`src/rtl/dds_gen.sv`:
```
// -----------------------------------------------------------------------------
// dds_gen : parametrised direct digital synthesis generator
//
// A PHASE_W-bit phase accumulator advances by a programmable tuning word.
// The phase (accumulator plus a programmable offset) is shaped into one of
// four waveforms (sine, square, triangle, sawtooth). The result is an
// offset-binary sample on dac_data. The sine uses an external synchronous
// quarter-wave ROM. A waveform change only takes effect at a phase wrap,
// or while the accumulator is idle or being cleared, so a running period
// is never cut.
//
// Ports
//   sys_clk     : system clock
//   sys_rst     : asynchronous active-high reset
//   en          : accumulator advance enable
//   sync_clr    : synchronous accumulator clear (wins over en)
//   cfg_load    : one-cycle strobe, latches freq_word and phase_off
//   freq_word   : frequency tuning word
//   phase_off   : phase offset added after the accumulator
//   wave_sel    : one-hot select, bit0 sine, bit1 square, bit2 triangle,
//                 bit3 sawtooth; other codes are ignored
//   rom_addr    : quarter-wave ROM address (registered)
//   rom_data    : ROM sample, valid one cycle after rom_addr
//   wrap        : one-cycle pulse on accumulator carry-out
//   data_valid  : dac_data carries a live sample
//   dac_clk     : inverted system clock for the DAC
//   dac_data    : offset-binary DAC sample
//
// Pipeline (edge k updates the accumulator):
//   k+1 : phase fold -> rom_addr, sign, mode, non-sine value
//   k+2 : ROM returns data; non-sine value delayed to match
//   k+3 : dac_data register
// -----------------------------------------------------------------------------
module dds_gen #(
    parameter int PHASE_W = 32,
    parameter int ADDR_W  = 10,
    parameter int DATA_W  = 8
) (
    input  logic                sys_clk,
    input  logic                sys_rst,
    input  logic                en,
    input  logic                sync_clr,
    input  logic                cfg_load,
    input  logic [PHASE_W-1:0]  freq_word,
    input  logic [PHASE_W-1:0]  phase_off,
    input  logic [3:0]          wave_sel,
    output logic [ADDR_W-3:0]   rom_addr,
    input  logic [DATA_W-2:0]   rom_data,
    output logic                wrap,
    output logic                data_valid,
    output logic                dac_clk,
    output logic [DATA_W-1:0]   dac_data
);

    // Mid-scale code of the offset-binary output.
    localparam logic [DATA_W-1:0] MID = {1'b1, {(DATA_W-1){1'b0}}};

    typedef enum logic [1:0] {
        MODE_SINE   = 2'd0,
        MODE_SQUARE = 2'd1,
        MODE_TRI    = 2'd2,
        MODE_SAW    = 2'd3
    } mode_t;

    // -------------------------------------------------------------------------
    // Helpers
    // -------------------------------------------------------------------------

    // Fold a full-wave phase index onto the quarter-wave table: odd quadrants
    // run the table backwards.
    function automatic logic [ADDR_W-3:0] fold_addr(input logic [ADDR_W-1:0] a);
        logic [ADDR_W-3:0] res;
        if (a[ADDR_W-2]) begin
            res = ~a[ADDR_W-3:0];
        end else begin
            res = a[ADDR_W-3:0];
        end
        return res;
    endfunction

    // Square, triangle and sawtooth taken straight from the phase word.
    // The sine value comes from the ROM, so it yields zero here.
    function automatic logic [DATA_W-1:0] shape(input mode_t m,
                                                input logic [PHASE_W-1:0] p);
        logic [DATA_W-1:0] t;
        logic [DATA_W-1:0] res;
        t = p[PHASE_W-2 -: DATA_W];
        case (m)
            MODE_SQUARE: res = {DATA_W{p[PHASE_W-1]}};
            MODE_TRI:    res = p[PHASE_W-1] ? ~t : t;
            MODE_SAW:    res = p[PHASE_W-1 -: DATA_W];
            default:     res = {DATA_W{1'b0}};
        endcase
        return res;
    endfunction

    // Sine reconstruction from a quarter-wave magnitude. The first half
    // period gives MID + m. The second half gives MID - 1 - m, which in
    // offset binary is just the inverted magnitude with a clear MSB.
    function automatic logic [DATA_W-1:0] sine_out(input logic sign,
                                                   input logic [DATA_W-2:0] m);
        logic [DATA_W-1:0] res;
        if (sign) begin
            res = {1'b0, ~m};
        end else begin
            res = {1'b1, m};
        end
        return res;
    endfunction

    // -------------------------------------------------------------------------
    // Registers and wires
    // -------------------------------------------------------------------------
    logic [PHASE_W-1:0] r_acc;
    logic [PHASE_W-1:0] r_fw;
    logic [PHASE_W-1:0] r_po;
    mode_t              r_mode_pend;
    mode_t              r_mode;

    logic               r_s1_sign;
    mode_t              r_s1_mode;
    logic [DATA_W-1:0]  r_s1_val;
    logic               r_s2_sign;
    mode_t              r_s2_mode;
    logic [DATA_W-1:0]  r_s2_val;

    logic               r_v0;
    logic               r_v1;
    logic               r_v2;

    logic               w_sel_legal;
    mode_t              w_sel_mode;
    mode_t              w_mode_pend_next;
    logic [PHASE_W:0]   w_sum;
    logic               w_carry;
    logic               w_commit;
    logic [PHASE_W-1:0] w_phase;
    logic [ADDR_W-1:0]  w_a;
    logic [DATA_W-1:0]  w_dac_next;

    // The DAC latches on the falling system clock edge, which is when
    // dac_data is stable.
    assign dac_clk = ~sys_clk;

    // -------------------------------------------------------------------------
    // Waveform select decode
    // -------------------------------------------------------------------------

    // Decode one-hot wave_sel; anything else keeps the pending mode.
    always_comb begin
        w_sel_legal = 1'b1;
        w_sel_mode  = r_mode_pend;
        case (wave_sel)
            4'b0001: w_sel_mode = MODE_SINE;
            4'b0010: w_sel_mode = MODE_SQUARE;
            4'b0100: w_sel_mode = MODE_TRI;
            4'b1000: w_sel_mode = MODE_SAW;
            default: begin
                w_sel_legal = 1'b0;
                w_sel_mode  = r_mode_pend;
            end
        endcase
        if (w_sel_legal) begin
            w_mode_pend_next = w_sel_mode;
        end else begin
            w_mode_pend_next = r_mode_pend;
        end
    end

    // -------------------------------------------------------------------------
    // Accumulator and mode commit
    // -------------------------------------------------------------------------
    assign w_sum   = {1'b0, r_acc} + {1'b0, r_fw};
    assign w_carry = w_sum[PHASE_W];

    // The carry term is only relevant while running. When the accumulator
    // is idle or being cleared, the commit happens regardless.
    assign w_commit = sync_clr | ~en | w_carry;

    // Tuning word and phase offset, latched on the config strobe.
    always_ff @(posedge sys_clk or posedge sys_rst) begin
        if (sys_rst) begin
            r_fw <= {PHASE_W{1'b0}};
            r_po <= {PHASE_W{1'b0}};
        end else if (cfg_load) begin
            r_fw <= freq_word;
            r_po <= phase_off;
        end
    end

    // Phase accumulator with clear priority and the wrap pulse.
    always_ff @(posedge sys_clk or posedge sys_rst) begin
        if (sys_rst) begin
            r_acc <= {PHASE_W{1'b0}};
            wrap  <= 1'b0;
        end else if (sync_clr) begin
            r_acc <= {PHASE_W{1'b0}};
            wrap  <= 1'b0;
        end else if (en) begin
            r_acc <= w_sum[PHASE_W-1:0];
            wrap  <= w_carry;
        end else begin
            wrap  <= 1'b0;
        end
    end

    // Pending and committed waveform mode.
    always_ff @(posedge sys_clk or posedge sys_rst) begin
        if (sys_rst) begin
            r_mode_pend <= MODE_SAW;
            r_mode      <= MODE_SAW;
        end else begin
            r_mode_pend <= w_mode_pend_next;
            if (w_commit) begin
                r_mode <= w_mode_pend_next;
            end
        end
    end

    // -------------------------------------------------------------------------
    // Stage 1: phase offset, ROM address fold, non-sine shaping
    // -------------------------------------------------------------------------
    assign w_phase = r_acc + r_po;
    assign w_a     = w_phase[PHASE_W-1 -: ADDR_W];

    // Stage 1 register: ROM address, half-period sign, mode, shaped value.
    always_ff @(posedge sys_clk or posedge sys_rst) begin
        if (sys_rst) begin
            rom_addr  <= {(ADDR_W-2){1'b0}};
            r_s1_sign <= 1'b0;
            r_s1_mode <= MODE_SAW;
            r_s1_val  <= {DATA_W{1'b0}};
        end else begin
            rom_addr  <= fold_addr(w_a);
            r_s1_sign <= w_a[ADDR_W-1];
            r_s1_mode <= r_mode;
            r_s1_val  <= shape(r_mode, w_phase);
        end
    end

    // -------------------------------------------------------------------------
    // Stage 2: wait for the ROM read
    // -------------------------------------------------------------------------

    // Stage 2 register: carry sign, mode and shaped value alongside the ROM.
    always_ff @(posedge sys_clk or posedge sys_rst) begin
        if (sys_rst) begin
            r_s2_sign <= 1'b0;
            r_s2_mode <= MODE_SAW;
            r_s2_val  <= {DATA_W{1'b0}};
        end else begin
            r_s2_sign <= r_s1_sign;
            r_s2_mode <= r_s1_mode;
            r_s2_val  <= r_s1_val;
        end
    end

    // -------------------------------------------------------------------------
    // Stage 3: output select
    // -------------------------------------------------------------------------

    // Pick the ROM-based sine or the delayed non-sine value.
    always_comb begin
        w_dac_next = r_s2_val;
        if (r_s2_mode == MODE_SINE) begin
            w_dac_next = sine_out(r_s2_sign, rom_data);
        end else begin
            w_dac_next = r_s2_val;
        end
    end

    // Output sample register; reset parks the DAC at mid-scale.
    always_ff @(posedge sys_clk or posedge sys_rst) begin
        if (sys_rst) begin
            dac_data <= MID;
        end else begin
            dac_data <= w_dac_next;
        end
    end

    // Valid chain: the enable seen at an accumulator update travels with
    // that sample to the output.
    always_ff @(posedge sys_clk or posedge sys_rst) begin
        if (sys_rst) begin
            r_v0       <= 1'b0;
            r_v1       <= 1'b0;
            r_v2       <= 1'b0;
            data_valid <= 1'b0;
        end else begin
            r_v0       <= en;
            r_v1       <= r_v0;
            r_v2       <= r_v1;
            data_valid <= r_v2;
        end
    end

endmodule

```
`config.mk`:
```
export PLATFORM = sky130hd
export DESIGN_NAME = dds_gen
export DESIGN_NICKNAME = d
export VERILOG_FILES = /design/src/rtl/dds_gen.sv
export SDC_FILE = /design/constraint.sdc
export NUM_CORES = 1
export LEC_CHECK = 0
export BUFFER_PORTS_ARGS = -buffer_cell sky130_fd_sc_hd__buf_2
export CAP_MARGIN = 40
export CORE_ASPECT_RATIO = 0.5
export CORE_MARGIN = 2
export CORE_UTILIZATION = 51
export CTS_CLUSTER_SIZE = 10
export DETAILED_ROUTE_END_ITERATION = 7
export GPL_TIMING_DRIVEN = 0
export PLACE_DENSITY = 0.78
export SYNTH_ARGS = -nofsm -noshare
export SYNTH_HDL_FRONTEND = slang
export SYNTH_SLANG_ARGS = --single-unit
```
`constraint.sdc`:
```
create_clock -name sys_clk -period 5.31 [get_ports sys_clk]
set_input_delay 1.062 -clock sys_clk [delete_from_list [all_inputs] [get_ports sys_clk]]
set_output_delay 1.062 -clock sys_clk [all_outputs]
set_load 0.03 [all_outputs]
```
==> results of run 1 <==
## cells in the final DEF (no fill, tap or decap), drive strengths merged, types with 4 or more instances in the layout
cell / instances
nand2: 38
dfstp: 9
o211ai: 8
a22o: 5
a2111oi: 4
mux2i: 16
ha: 62
xnor2: 39
or3: 5
o21a: 5
xor2: 15
a21o: 26
nand2b: 6
inv: 19
nand3: 13
a211oi: 10
clkbuf: 36
nor2: 46
nor3: 8
buf: 104
nand4: 6
o31ai: 11
o21ai: 35
mux2: 65
and2: 5
clkinv: 8
a21oi: 49
nor2b: 6
dfrtp: 134
## power breakdown
part | switching [mW] | total, mW | leakage (nW) | internal, mW
clock network | 0.509 | 1.22 | 0.287 | 0.713
logic | 0.891 | 1.54 | 2.34 | 0.649
registers | 0.117 | 1.45 | 1.74 | 1.33
total | 1.52 | 4.21 | 4.37 | 2.69
## metal layers
layer  global-route usage  vias to the layer above  routed length (µm)
met5                    0                        -                   0
met4              0.07724                        0                 297
met3              0.04899                       31                 898
met2               0.3635                      163                8166
met1               0.2916                     2833                8185
li1                     -                     2796                   -
## registers in the layout (all words and copies together), names as in the netlist
| name | count |
|---|---|
| r_acc | 32 |
| r_po | 32 |
| r_v2 | 1 |
| rom_addr | 8 |
| r_v1 | 1 |
| data_valid | 1 |
| r_mode | 2 |
| r_fw | 32 |
| r_s1_mode | 2 |
| r_mode_pend | 2 |
| dac_data | 8 |
| r_s1_val | 8 |
| r_s2_mode | 2 |
| r_s1_sign | 1 |
| r_s2_val | 8 |
| wrap | 1 |
| r_s2_sign | 1 |
| r_v0 | 1 |
## through the flow
stage	total power [mW]	hold WS (ns)	setup TNS (ns)
2_1_floorplan	2.640	0.3312	0
3_3_place_gp	2.930	0.3323	-135.55
3_5_place_dp	2.999	0.3347	0
4_1_cts	4.213	0.3485	0
5_1_grt	4.454	0.3520	0
6_report	4.210	0.3441	0
## Yosys cell counts (2+ instances only)
master | instances | area (µm²)
nor2b_1 | 6 | 37.54
a2111oi_0 | 2 | 17.52
and2_1 | 5 | 31.28
nor3_1 | 7 | 35.03
dfstp_2 | 9 | 236.5
nor4b_1 | 2 | 17.52
xnor2_1 | 38 | 332.8
a221oi_1 | 2 | 17.52
a211oi_1 | 8 | 60.06
o2111ai_1 | 2 | 17.52
or2_2 | 2 | 12.51
mux2_1 | 2 | 22.52
mux2_2 | 63 | 709.4
o211ai_1 | 8 | 60.06
buf_1 | 4 | 15.01
a2111oi_2 | 2 | 30.03
o21ai_1 | 2 | 10.01
nand2b_1 | 6 | 37.54
xor2_1 | 15 | 131.4
a21o_1 | 26 | 195.2
inv_1 | 18 | 67.56
a22o_1 | 5 | 43.79
o21a_1 | 5 | 37.54
o31a_1 | 2 | 17.52
o21ai_0 | 33 | 165.2
clkbuf_1 | 16 | 60.06
o31ai_1 | 10 | 75.07
nand3_1 | 13 | 65.06
or3_1 | 5 | 31.28
ha_1 | 62 | 775.7
a21boi_0 | 2 | 15.01
nand2_1 | 38 | 142.6
o221ai_1 | 3 | 26.28
o21bai_1 | 3 | 22.52
dfrtp_1 | 134 | 3353
and3_1 | 3 | 18.77
mux2i_1 | 16 | 160.2
nor2_1 | 46 | 172.7
nor3b_1 | 3 | 22.52
nand4_1 | 6 | 37.54
a21oi_1 | 49 | 245.2
## worst max-delay path by stage
stage,endpoint,slack (ns),depth (start not counted)
6_report,dac_clk,0.97,4
5_1_grt,dac_clk,0.93,4
4_1_cts,dac_clk,0.96,4
3_5_place_dp,dac_clk,1.39,2
3_3_place_gp,r_po[11],-1.02,2
2_1_floorplan,dac_data[0],0.42,1
## area by class of cell
class / count / area, µm² / share of cell area
Buffer: 21 / 80.08 / 0.008734
Clock buffer: 21 / 451.7 / 0.04926
Clock inverter: 13 / 140.1 / 0.01528
Inverter: 18 / 72.57 / 0.007915
Multi-Input combinational cell: 521 / 4068 / 0.4436
Sequential cell: 143 / 3590 / 0.3915
Tap cell: 198 / 247.7 / 0.02702
Timing Repair Buffer: 98 / 519.2 / 0.05663
## worst register-to-register path: stages, from the launching register on
cell	delay, ns
dfrtp_1	0.42
ha_1	0.31
nand4_1	0.12
nor2_1	0.17
o2111ai_1	0.22
a211oi_1	0.66
a21oi_1	0.23
o31ai_1	0.48
nor2_1	0.19
xnor2_4	0.38
nand3b_1	0.28
o211ai_1	0.16
## logic make-up (layout without fill, tap and decap cells)
kind of cell | count (synthesis) | count (layout) | share of synthesized area
xor gates and xnor gates | 54 | 54 | 0.06297
and+or+nand+nor | 145 | 145 | 0.08813
DFF | 143 | 143 | 0.4597
muxes | 81 | 81 | 0.1142
AOI/OAI and AO/OA | 178 | 178 | 0.1537
buffers and inverters | 40 | 171 | 0.01939
adders and majority gates | 63 | 63 | 0.1019
==> out/results.md, run 1 <==
| Item | Reported |
|---|---|
| Status | finished clean |
| Total power divided by cell area | 459.2 nW/µm² |
| Leakage | 4.366 nW |
| Most numerous cell on the critical path | clkbuf_16 |
| Diodes inserted | 0 |
| Arrival time at the worst endpoint | 3.28 ns |
| Y dimension of the die | 91.50 µm |
| Number of I/O port buffers | 97 |
| Start point of the critical path | sys_clk |
| Share of flip-flops with an asynchronous set or reset after synthesis | 1.000 |
| Largest stage delay, worst path | 0.20 ns |
| Peak fanout along the critical path | 16 |
| Grt ovf | 0 |
| Register-to-register setup slack | 1.60 ns |
| Number of placed cells counting well taps | 1000 |
| Number of vias per cell after detailed routing | 5.637 |
| Worst reg2reg startpoint | r_acc[12] |
| Setup violations, final | 0 |
| Mapped Nets | 847 |
| Count of routing violations after the opening detailed-route iteration | 386 |
| Number of fill cells | 1148 |
| Maximum clock path buffer count | 2 |
| Crit path kind | clk -> out |
| Number of buffers inserted by post-CTS setup repair | 0 |
| Residual antenna-violating net count after detailed routing | 0 |
| Area added between synthesis and finish | 17.42% |
| Final core area utilization | 0.6237 |
| Number of flops mapped to enable cells by yosys | 0 |
| Clock tree skew after final layout | 0.008172 ns |
| DRC violation count after routing | 0 |
| Class of the tightest hold or removal check | reg -> reg |
| CP max-delay cell | clkbuf_16 |
| Critical Path RT | 4.25 ns |
| Number of core rows | 31 |
| Final slew viol count | 0 |
| Core footprint | 14700 µm² |
| Wire length of the first global-routing pass | 28410 µm |
| I/O pins | 99 |
| Sort of element at the start of the critical path | clock port |
| Overall fraction of global-route tracks in use | 0.2224 |
| Proportion of layout cells with a drive suffix above 1 | 0.2563 |
| Worst reg2reg path depth | 11 |
| CP bufs+invs | 4 |
| Share of synthesized area occupied by flip-flops and latches | 0.4597 |
| CTS tree | done |
| Transition time at the pin with the least slew margin | 0.8769 ns |
| Synth warn | 0 |
| Final-stage net count | 965 |
| Filler-free cell count of the finished design | 1033 |
| Category of cells accounting for the largest share of critical-path delay | buffers and inverters |
| Cell depth of the worst min-delay path | 0 |
| Placer's final routability congestion estimate | 0.8973 |
| Area enclosed by the die boundary | 16380 µm² |
| Depth of the CTS H-tree | 4 |
| Antenna violations before repair | 0 |
| Overall die width | 179.0 µm |
| Gates resized, CTS repair | 0 |
| Max IR drop VDD | 0.2491 mV |
| Number of failing hold endpoints at the final stage | 0 |
| Synthesis-stage register bit count | 143 |
| Cell area after layout | 9169 µm² |
| Hold_sp | r_s1_val[0] |
| Drt pass-1 iters | 5 |
| Pin count of the biggest net entering global routing | 91 |
| Average size of a mapped cell | 11.09 µm² |
| Starting density of the core | 0.5312 |
| Main flop type after synthesis | dfrtp_1 |
| Ordered cell list for the critical path | clkbuf_16 > clkbuf_16 > inv_1 > buf_2 |
| Post-CTS clock slew at the launch and capture registers of the worst setup and hold paths | 0.06 ns |
| Placed inst area | 8574 µm² |
| Worst r2r dst | r_s1_val[3] |
| Final wirelength | 17550 µm |
| CTS buffer count | 17 |
| Root buffer cell | clkbuf_16 |
| DP HPWL | 12580 µm |
| Synthesized cell area | 7809 µm² |
| Setup Slack @ Placement | 1.392 ns |
| Quantity of hold-fixing buffers added after cts | 0 |
| Gate Count Post-Synth | 704 |
| Yosys cell types | 62 |
| Routed len/inst | 16.99 µm |
| Worst skew pair latency | 0.42 ns |
| Vias in the first global route | 5930 |
| Unrepaired setup endpoints after global routing | no |
| Max-Slew Margin vs Limit | 0.4135 |
| Sink of the worst hold path | r_s2_val[0] |
| Kind of end point of the critical path | output pin |
| Vias | 5823 |
| Number of max-cap violations | 0 |
| Post-route setup slack | 0.9668 ns |
Note: power is estimated with default switching activity, not from simulation.
==> run 2, diff against run 1 <==
==> constraint.sdc (replaced) <==
create_clock -name sys_clk -period 4.4 [get_ports sys_clk]
set_input_delay 0.88 -clock sys_clk [delete_from_list [all_inputs] [get_ports sys_clk]]
set_output_delay 0.88 -clock sys_clk [all_outputs]
set_load 0.03 [all_outputs]
==> run 2 against run 1 <==
Against the previous run: power increased by 21%; non-clock buffer count increased by 3; setup slack got worse by 0.28 ns; final area increased by 0.71%; final cell count increased by 0.29%; largest power group unchanged; highest routed layer unchanged.
==> out/results.md, run 2 (same netlist as run 1, synthesis figures left out) <==
| Item | Reported | Delta |
|---|---|---|
| Worst skew pair latency | 0.43 ns | about the same |
| Time the final worst path needs with I/O delays and setup | 3.708 ns |  |
| Final-stage net count | 968 | +0.31% |
| Gates resized, CTS repair | 0 | unchanged |
| Crit path kind | clk -> out |  |
| Hold_sp | r_v2 |  |
| Status | finished clean |  |
| Ordered cell list for the critical path | clkbuf_16 > clkbuf_16 > inv_1 > buf_2 |  |
| Residual antenna-violating net count after detailed routing | 0 | unchanged |
| I/O pins | 99 | unchanged |
| Area added between synthesis and finish | 18.25% |  |
| Category of cells accounting for the largest share of critical-path delay | buffers and inverters |  |
| DRC violation count after routing | 0 | unchanged |
| Register-to-register setup slack | 0.74 ns | -0.86 ns |
| Peak fanout along the critical path | 16 | unchanged |
| Number of buffers inserted by post-CTS setup repair | 0 | unchanged |
| Core footprint | 14700 µm² | unchanged |
| Worst reg2reg path depth | 11 | unchanged |
| Clock tree skew after final layout | 0.008843 ns | +0.0006711 ns |
| Arrival time at the worst endpoint | 2.83 ns | -0.45 ns |
| Number of vias per cell after detailed routing | 5.637 | about the same |
| Class of the tightest hold or removal check | reg -> reg |  |
| Final wirelength | 17180 µm | -2.1% |
| Transition time at the pin with the least slew margin | 0.7984 ns | -0.07850 ns |
| Total power divided by cell area | 553.4 nW/µm² | +21% |
| Worst r2r dst | r_s1_val[4] |  |
| Largest stage delay, worst path | 0.20 ns | about the same |
| Final slew viol count | 0 | unchanged |
| Maximum clock path buffer count | 2 | unchanged |
| GRT busiest layer | met2 |  |
| Drt pass-1 iters | 5 | unchanged |
| CP max-delay cell | clkbuf_16 |  |
| CP bufs+invs | 4 | unchanged |
| Antenna violations before repair | 0 | unchanged |
| Crit share post-route | 0.8428 |  |
| Total power of the final layout | 5.110 mW | +21% |
| Number of failing hold endpoints at the final stage | 0 | unchanged |
| Commonest non-fill, non-tap cell in the layout | dfrtp_1 |  |
| Grt ovf | 0 | unchanged |
| Number of max-cap violations | 0 | unchanged |
| Root buffer cell | clkbuf_16 |  |
| Diodes inserted | 0 | unchanged |
| Registers with the most flip-flops | r_acc x32, r_fw x32, r_po x32 |  |
| Depth of the CTS H-tree | 4 | unchanged |
| DP HPWL | 13000 µm | +3.4% |
| Max IR drop VDD | 0.3276 mV | +32% |
| Global-route met3 utilization | 0.04313 | -0.005863 |
| Cell depth of the worst min-delay path | 0 | unchanged |
| Proportion of layout cells with a drive suffix above 1 | 0.2625 | +0.006242 |
| Kind of end point of the critical path | output pin |  |
| Grt met2 use | 0.3599 | -0.003526 |
| CTS tree | done |  |
| Max-Slew Margin vs Limit | 0.4660 | +0.05251 |
| CTS buffer count | 17 | unchanged |
| Number of core rows | 31 | unchanged |
| Pin count of the biggest net entering global routing | 40 | -56% |
| Routed len/inst | 16.58 µm | -2.4% |
| Overall die width | 179.0 µm | unchanged |
| Quantity of hold-fixing buffers added after cts | 0 | unchanged |
| Final core area utilization | 0.6281 | +0.004426 |
| Number of I/O port buffers | 97 | unchanged |
| Count of routing violations after the opening detailed-route iteration | 303 | -22% |
| Maximum clock frequency | 272.9 MHz |  |
| Vias | 5840 | +0.29% |
| Critical Path RT | 3.52 ns | -0.73 ns |
| Vias in the first global route | 5916 | -0.24% |
| Sort of element at the start of the critical path | clock port |  |
| Starting density of the core | 0.5312 | unchanged |
| Most numerous cell on the critical path | clkbuf_16 |  |
| GR met1 Demand/Resource | 0.2975 | +0.005962 |
| Post-CTS clock slew at the launch and capture registers of the worst setup and hold paths | 0.07 ns | about the same |
| Placer's final routability congestion estimate | 0.9034 | +0.68% |
| Leakage | 4.389 nW | +0.54% |
| Wire length of the first global-routing pass | 28610 µm | +0.73% |
| Setup violations, final | 0 | unchanged |
| Overall fraction of global-route tracks in use | 0.2218 | -0.0005352 |
| Leading cell types in the layout, fill and taps excluded | 134 x dfrtp_1, 98 x buf_2, 63 x mux2_2, 62 x ha_1, 49 x a21oi_1 |  |
| Cell area after layout | 9234 µm² | +0.71% |
| Y dimension of the die | 91.50 µm | unchanged |
| Unrepaired setup endpoints after global routing | no |  |
| Area enclosed by the die boundary | 16380 µm² | unchanged |
| Worst reg2reg startpoint | r_acc[1] |  |
| Placed inst area | 8637 µm² | +0.73% |
| Setup tns final | 0 ns | unchanged |
| Sink of the worst hold path | data_valid |  |
-- run 2: cell count changes in the layout (fill, tap and decap cells not counted), moves of 2 or more --
| cell | delta |
|---|---|
| buf_12 | +4 |
| clkinv_4 | -3 |
| inv_6 | +3 |
| clkbuf_1 | -2 |
| clkinvlp_4 | +2 |
| inv_8 | +2 |
-- run 2: report_power, final --
group	total, mW	switching (mW)	internal [mW]	leakage, nW
combinational	1.86	1.07	0.787	2.36
clock	1.51	0.650	0.859	0.291
sequential	1.74	0.136	1.60	1.74
total	5.11	1.86	3.25	4.39
-- run 2: stage by stage --
stage	cells	hold WS, ns	setup WS (ns)
after floorplan	704	0.3312	1.135
after global placement	999	0.3323	0.8654
after detailed placement	1004	0.3347	0.7501
after CTS	1036	0.3429	0.6829
after global routing	1036	0.3500	0.4659
final	1036	0.3427	0.6917
-- run 2: worst max-delay path by stage --
| stage | startpoint | to | slack [ns] | cells past startpoint |
|---|---|---|---|---|
| after floorplan | sys_clk | dac_clk | 1.14 | 1 |
| after global placement | r_acc[12] | r_s1_val[5] | 0.87 | 11 |
| after detailed placement | r_acc[1] | r_s1_val[3] | 0.75 | 11 |
| after CTS | sys_clk | dac_clk | 0.68 | 4 |
| after global routing | r_acc[1] | r_s1_val[6] | 0.47 | 11 |
| final | sys_clk | dac_clk | 0.69 | 4 |
-- run 2: final cells by class --
| type | instances | area, µm² |
|---|---|---|
| Fill cell | 1176 | 5466 |
| Multi-Input combinational cell | 521 | 4068 |
| Sequential cell | 143 | 3590 |
| Timing Repair Buffer | 101 | 571.8 |
| Clock buffer | 18 | 430.4 |
| Tap cell | 198 | 247.7 |
| Clock inverter | 16 | 175.2 |
| Buffer | 21 | 80.08 |
| Inverter | 18 | 71.32 |
-- run 2: layer usage --
metal / share of wire / vias to the layer above
met5: 0 / -
met1: 0.47 / 2858
met3: 0.046 / 35
li1: - / 2801
met4: 0.020 / 0
met2: 0.46 / 146
==> run 3, diff against run 2 <==
--- a/config.mk
+++ b/config.mk
@@ -5,6 +5,7 @@
 export SDC_FILE = /design/constraint.sdc
 export NUM_CORES = 1
 export LEC_CHECK = 0
+export ABC_AREA = 1
 export BUFFER_PORTS_ARGS = -buffer_cell sky130_fd_sc_hd__buf_2
 export CAP_MARGIN = 40
 export CORE_ASPECT_RATIO = 0.5
@@ -13,7 +14,7 @@
 export CTS_CLUSTER_SIZE = 10
 export DETAILED_ROUTE_END_ITERATION = 7
 export GPL_TIMING_DRIVEN = 0
-export PLACE_DENSITY = 0.78
+export PLACE_DENSITY = 0.8
 export SYNTH_ARGS = -nofsm -noshare
 export SYNTH_HDL_FRONTEND = slang
 export SYNTH_SLANG_ARGS = --single-unit
==> constraint.sdc (replaced) <==
create_clock -name sys_clk -period 3.37 [get_ports sys_clk]
set_input_delay 0.674 -clock sys_clk [delete_from_list [all_inputs] [get_ports sys_clk]]
set_output_delay 0.674 -clock sys_clk [all_outputs]
set_load 0.03 [all_outputs]
==> run 3 against run 2 <==
Against the previous run: synthesized cell count rose by 70%; sequential share of layout area fell by 5.2 points; register-to-register slack got worse by 0.05 ns; flip-flop and latch count did not move; largest power group unchanged; first-iteration DRC count rose by 74%; critical path type unchanged; largest cell class unchanged; die area rose by 17%; clock power rose by 28%.
==> out/results.md, run 3 <==
| Item | Reported | Delta |
|---|---|---|
| Post-CTS clock slew at the launch and capture registers of the worst setup and hold paths | 0.07 ns | about the same |
| Cell area after layout | 10650 µm² | +15% |
| Leakage | 5.616 nW | +28% |
| Vias | 8095 | +39% |
| Worst skew pair latency | 0.44 ns | about the same |
| Setup violations, final | 0 | unchanged |
| Average size of a mapped cell | 7.687 µm² | -31% |
| Depth of the CTS H-tree | 4 | unchanged |
| Register-to-register setup slack | 0.69 ns | -0.05 ns |
| Area added between synthesis and finish | 15.81% |  |
| Mux contribution to synthesized area | 0.07716 | -0.03708 |
| Share of synthesized area occupied by flip-flops and latches | 0.3904 | -0.06926 |
| CTS tree | done |  |
| Number of core rows | 34 | +9.7% |
| Post-synthesis compound-gate area fraction | 0.09567 | -0.05799 |
| Commonest non-fill, non-tap cell in the layout | nand2_1 |  |
| Number of flops mapped to enable cells by yosys | 0 | unchanged |
| Cell taking the most area after synthesis | dfrtp_1 |  |
| Total power of the final layout | 6.775 mW | +33% |
| Count of routing violations after the opening detailed-route iteration | 528 | +74% |
| Adder-cell share of the synthesized area | 0.08655 | -0.01535 |
| Final slew viol count | 0 | unchanged |
| Number of max-cap violations | 0 | unchanged |
| Starting density of the core | 0.5246 | -0.006637 |
| Register area | 3590 µm² | unchanged |
| Fraction of synthesized cell area taken by the top area cell type | 0.3647 | -0.06469 |
| Root buffer cell | clkbuf_16 |  |
| Number of failing hold endpoints at the final stage | 0 | unchanged |
| Overall die width | 193.9 µm | +8.3% |
| Vias in the first global route | 8003 | +35% |
| Number of I/O port buffers | 97 | unchanged |
| Mapped Nets | 1339 | +58% |
| Xor and xnor fraction of the mapped netlist area | 0.01987 | -0.04310 |
| Status | finished clean |  |
| Area fraction in and, or, nand and nor cells after synthesis | 0.2667 | +0.1786 |
| Max-Slew Margin vs Limit | 0.4883 | +0.02229 |
| Final-stage net count | 1459 | +51% |
| Y dimension of the die | 98.94 µm | +8.1% |
| Synthesis-stage register bit count | 143 | unchanged |
| Class of the tightest hold or removal check | in -> async |  |
| Main flop type after synthesis | dfrtp_1 |  |
| Commonest cells in the synthesized netlist | 384 x nand2_1, 136 x inv_1, 134 x dfrtp_1 |  |
| Area contributors post-synth | dfrtp_1 36%, nand2_1 16%, ha_1 8.4% |  |
| Clock tree skew after final layout | 0.01103 ns | +0.002182 ns |
| Gates resized, CTS repair | 0 | unchanged |
| Share of flip-flops with an asynchronous set or reset after synthesis | 1.000 | unchanged |
| Fraction of power spent switching nets | 0.4127 | +0.04866 |
| Grt ovf | 0 | unchanged |
| Most numerous cell in the Yosys netlist | nand2_1 |  |
| Overall fraction of global-route tracks in use | 0.2598 | +0.03794 |
| Dominant combinational cell family by area after synthesis | simple AND/OR/NAND/NOR gates |  |
| Unrepaired setup endpoints after global routing | no |  |
| Wire length of the first global-routing pass | 39290 µm | +37% |
| Crit path kind | clk -> out |  |
| Diodes inserted | 0 | unchanged |
| Transition time at the pin with the least slew margin | 0.7676 ns | -0.03073 ns |
| Maximum clock path buffer count | 2 | unchanged |
| Gate Count Post-Synth | 1196 | +70% |
| Synthesized cell area | 9194 µm² | +18% |
| Leading cell types in the layout, fill and taps excluded | 384 x nand2_1, 135 x inv_1, 134 x dfrtp_1, 108 x nor2_1, 102 x buf_2 |  |
| Area enclosed by the die boundary | 19180 µm² | +17% |
| Final core area utilization | 0.6075 | -0.02063 |
| Pin count of the biggest net entering global routing | 43 | +7.5% |
| Yosys cell types | 41 | -34% |
| Final wirelength | 23530 µm | +37% |
| DRC violation count after routing | 0 | unchanged |
| Clock Power Share | 0.285 | -0.010 |
| Placed inst area | 10060 µm² | +17% |
| Antenna violations before repair | 0 | unchanged |
| Routed len/inst | 15.06 µm | -9.2% |
| Sort of element at the start of the critical path | clock port |  |
| Registers with the most flip-flops | r_acc x32, r_fw x32, r_po x32 |  |
| Residual antenna-violating net count after detailed routing | 0 | unchanged |
| Drt pass-1 iters | 5 | unchanged |
| Number of buffers inserted by post-CTS setup repair | 0 | unchanged |
| Total power divided by cell area | 636.3 nW/µm² | +15% |
| Worst reg2reg path depth | 15 | +4 |
| Post-route setup slack | 0.3809 ns | -0.3107 ns |
| CTS buffer count | 17 | unchanged |
| Start point of the critical path | sys_clk |  |
| Setup Slack @ Placement | 0.7866 ns | +0.03649 ns |
| Setup tns final | 0 ns | unchanged |
| Peak fanout along the critical path | 16 | unchanged |
| Worst reg2reg startpoint | r_acc[0] |  |
| Number of fill cells | 1580 | +34% |
| Critical Path RT | 2.70 ns | -0.82 ns |
| Synth warn | 0 | unchanged |
| Cell Int Power | 3.979 mW | +22% |
| DP HPWL | 19200 µm | +48% |
| Core footprint | 17530 µm² | +19% |
| Proportion of layout cells with a drive suffix above 1 | 0.1806 | -0.08194 |
| Placer's final routability congestion estimate | 0.9024 | -0.11% |
| I/O pins | 99 | unchanged |
| Number of vias per cell after detailed routing | 5.179 | -8.1% |
| Arrival time at the worst endpoint | 2.32 ns | -0.51 ns |
| Sw Pwr | 2.796 mW | +50% |
| Kind of end point of the critical path | output pin |  |
| Max IR drop VDD | 0.4979 mV | +52% |
| Worst r2r dst | r_mode[1] |  |
| Multi-input logic area | 5020 µm² | +23% |
| Quantity of hold-fixing buffers added after cts | 0 | unchanged |
| Combinational group share of total power | 0.374 | +0.010 |
| Share of total power in sequential cells | 0.342 | +0.002 |
==> run 3: through the flow <==
stage / std cells / hold slack (ns)
2_1_floorplan: 1196 / 0.3312
3_3_place_gp: 1527 / 0.3318
3_5_place_dp: 1531 / 0.3347
4_1_cts: 1563 / 0.2732
5_1_grt: 1563 / 0.2903
6_report: 1563 / 0.2679
==> run 3: area by class of cell <==
cell class	instances	share of cell area
buffer	15	0.006581
clock buffer	18	0.04042
clock inverter	16	0.01528
inverter	136	0.04830
multi-input combinational	901	0.4714
sequential	143	0.3371
tap	234	0.02750
timing repair buffer	100	0.05335
==> run 3: critical path: stages <==
cell and delay (ns):
clkbuf_16 0.20, clkbuf_16 0.19, inv_1 0.05, buf_2 0.18
==> run 3: worst max-delay path by stage <==
| stage | end | depth (start not counted) |
|---|---|---|
| 2_1_floorplan | dac_clk | 1 |
| 3_3_place_gp | r_fw[24] | 2 |
| 3_5_place_dp | r_mode[1] | 15 |
| 4_1_cts | dac_clk | 4 |
| 5_1_grt | dac_clk | 4 |
| 6_report | dac_clk | 4 |
==> run 3: power by group through the flow <==
| stage | combinational, mW | sequential [mW] | clock [mW] |
|---|---|---|---|
| 2_1_floorplan | 1.70 | 2.46 | 0.0309 |
| 3_3_place_gp | 2.43 | 2.33 | 0.0410 |
| 3_5_place_dp | 2.51 | 2.34 | 0.0410 |
| 4_1_cts | 2.52 | 2.31 | 1.96 |
| 5_1_grt | 2.86 | 2.35 | 2.04 |
| 6_report | 2.53 | 2.31 | 1.93 |
==> run 3: kinds of logic (layout without fill, tap and decap cells) <==
kind of cell / count (synthesis) / count (layout)
buf+inv: 152 / 285
simple gates: 597 / 597
fa+ha+maj: 63 / 63
flops: 143 / 143
compound gates: 158 / 158
mux: 63 / 63
xor+xnor: 20 / 20
==> run 3: metal layers <==
layer	vias to the layer above	wire, µm	global-route usage
met2	226	9966	0.3984
met1	3717	11460	0.3637
met4	0	453	0.08100
met3	36	1651	0.06571
met5	-	0	0
li1	4116	-	-
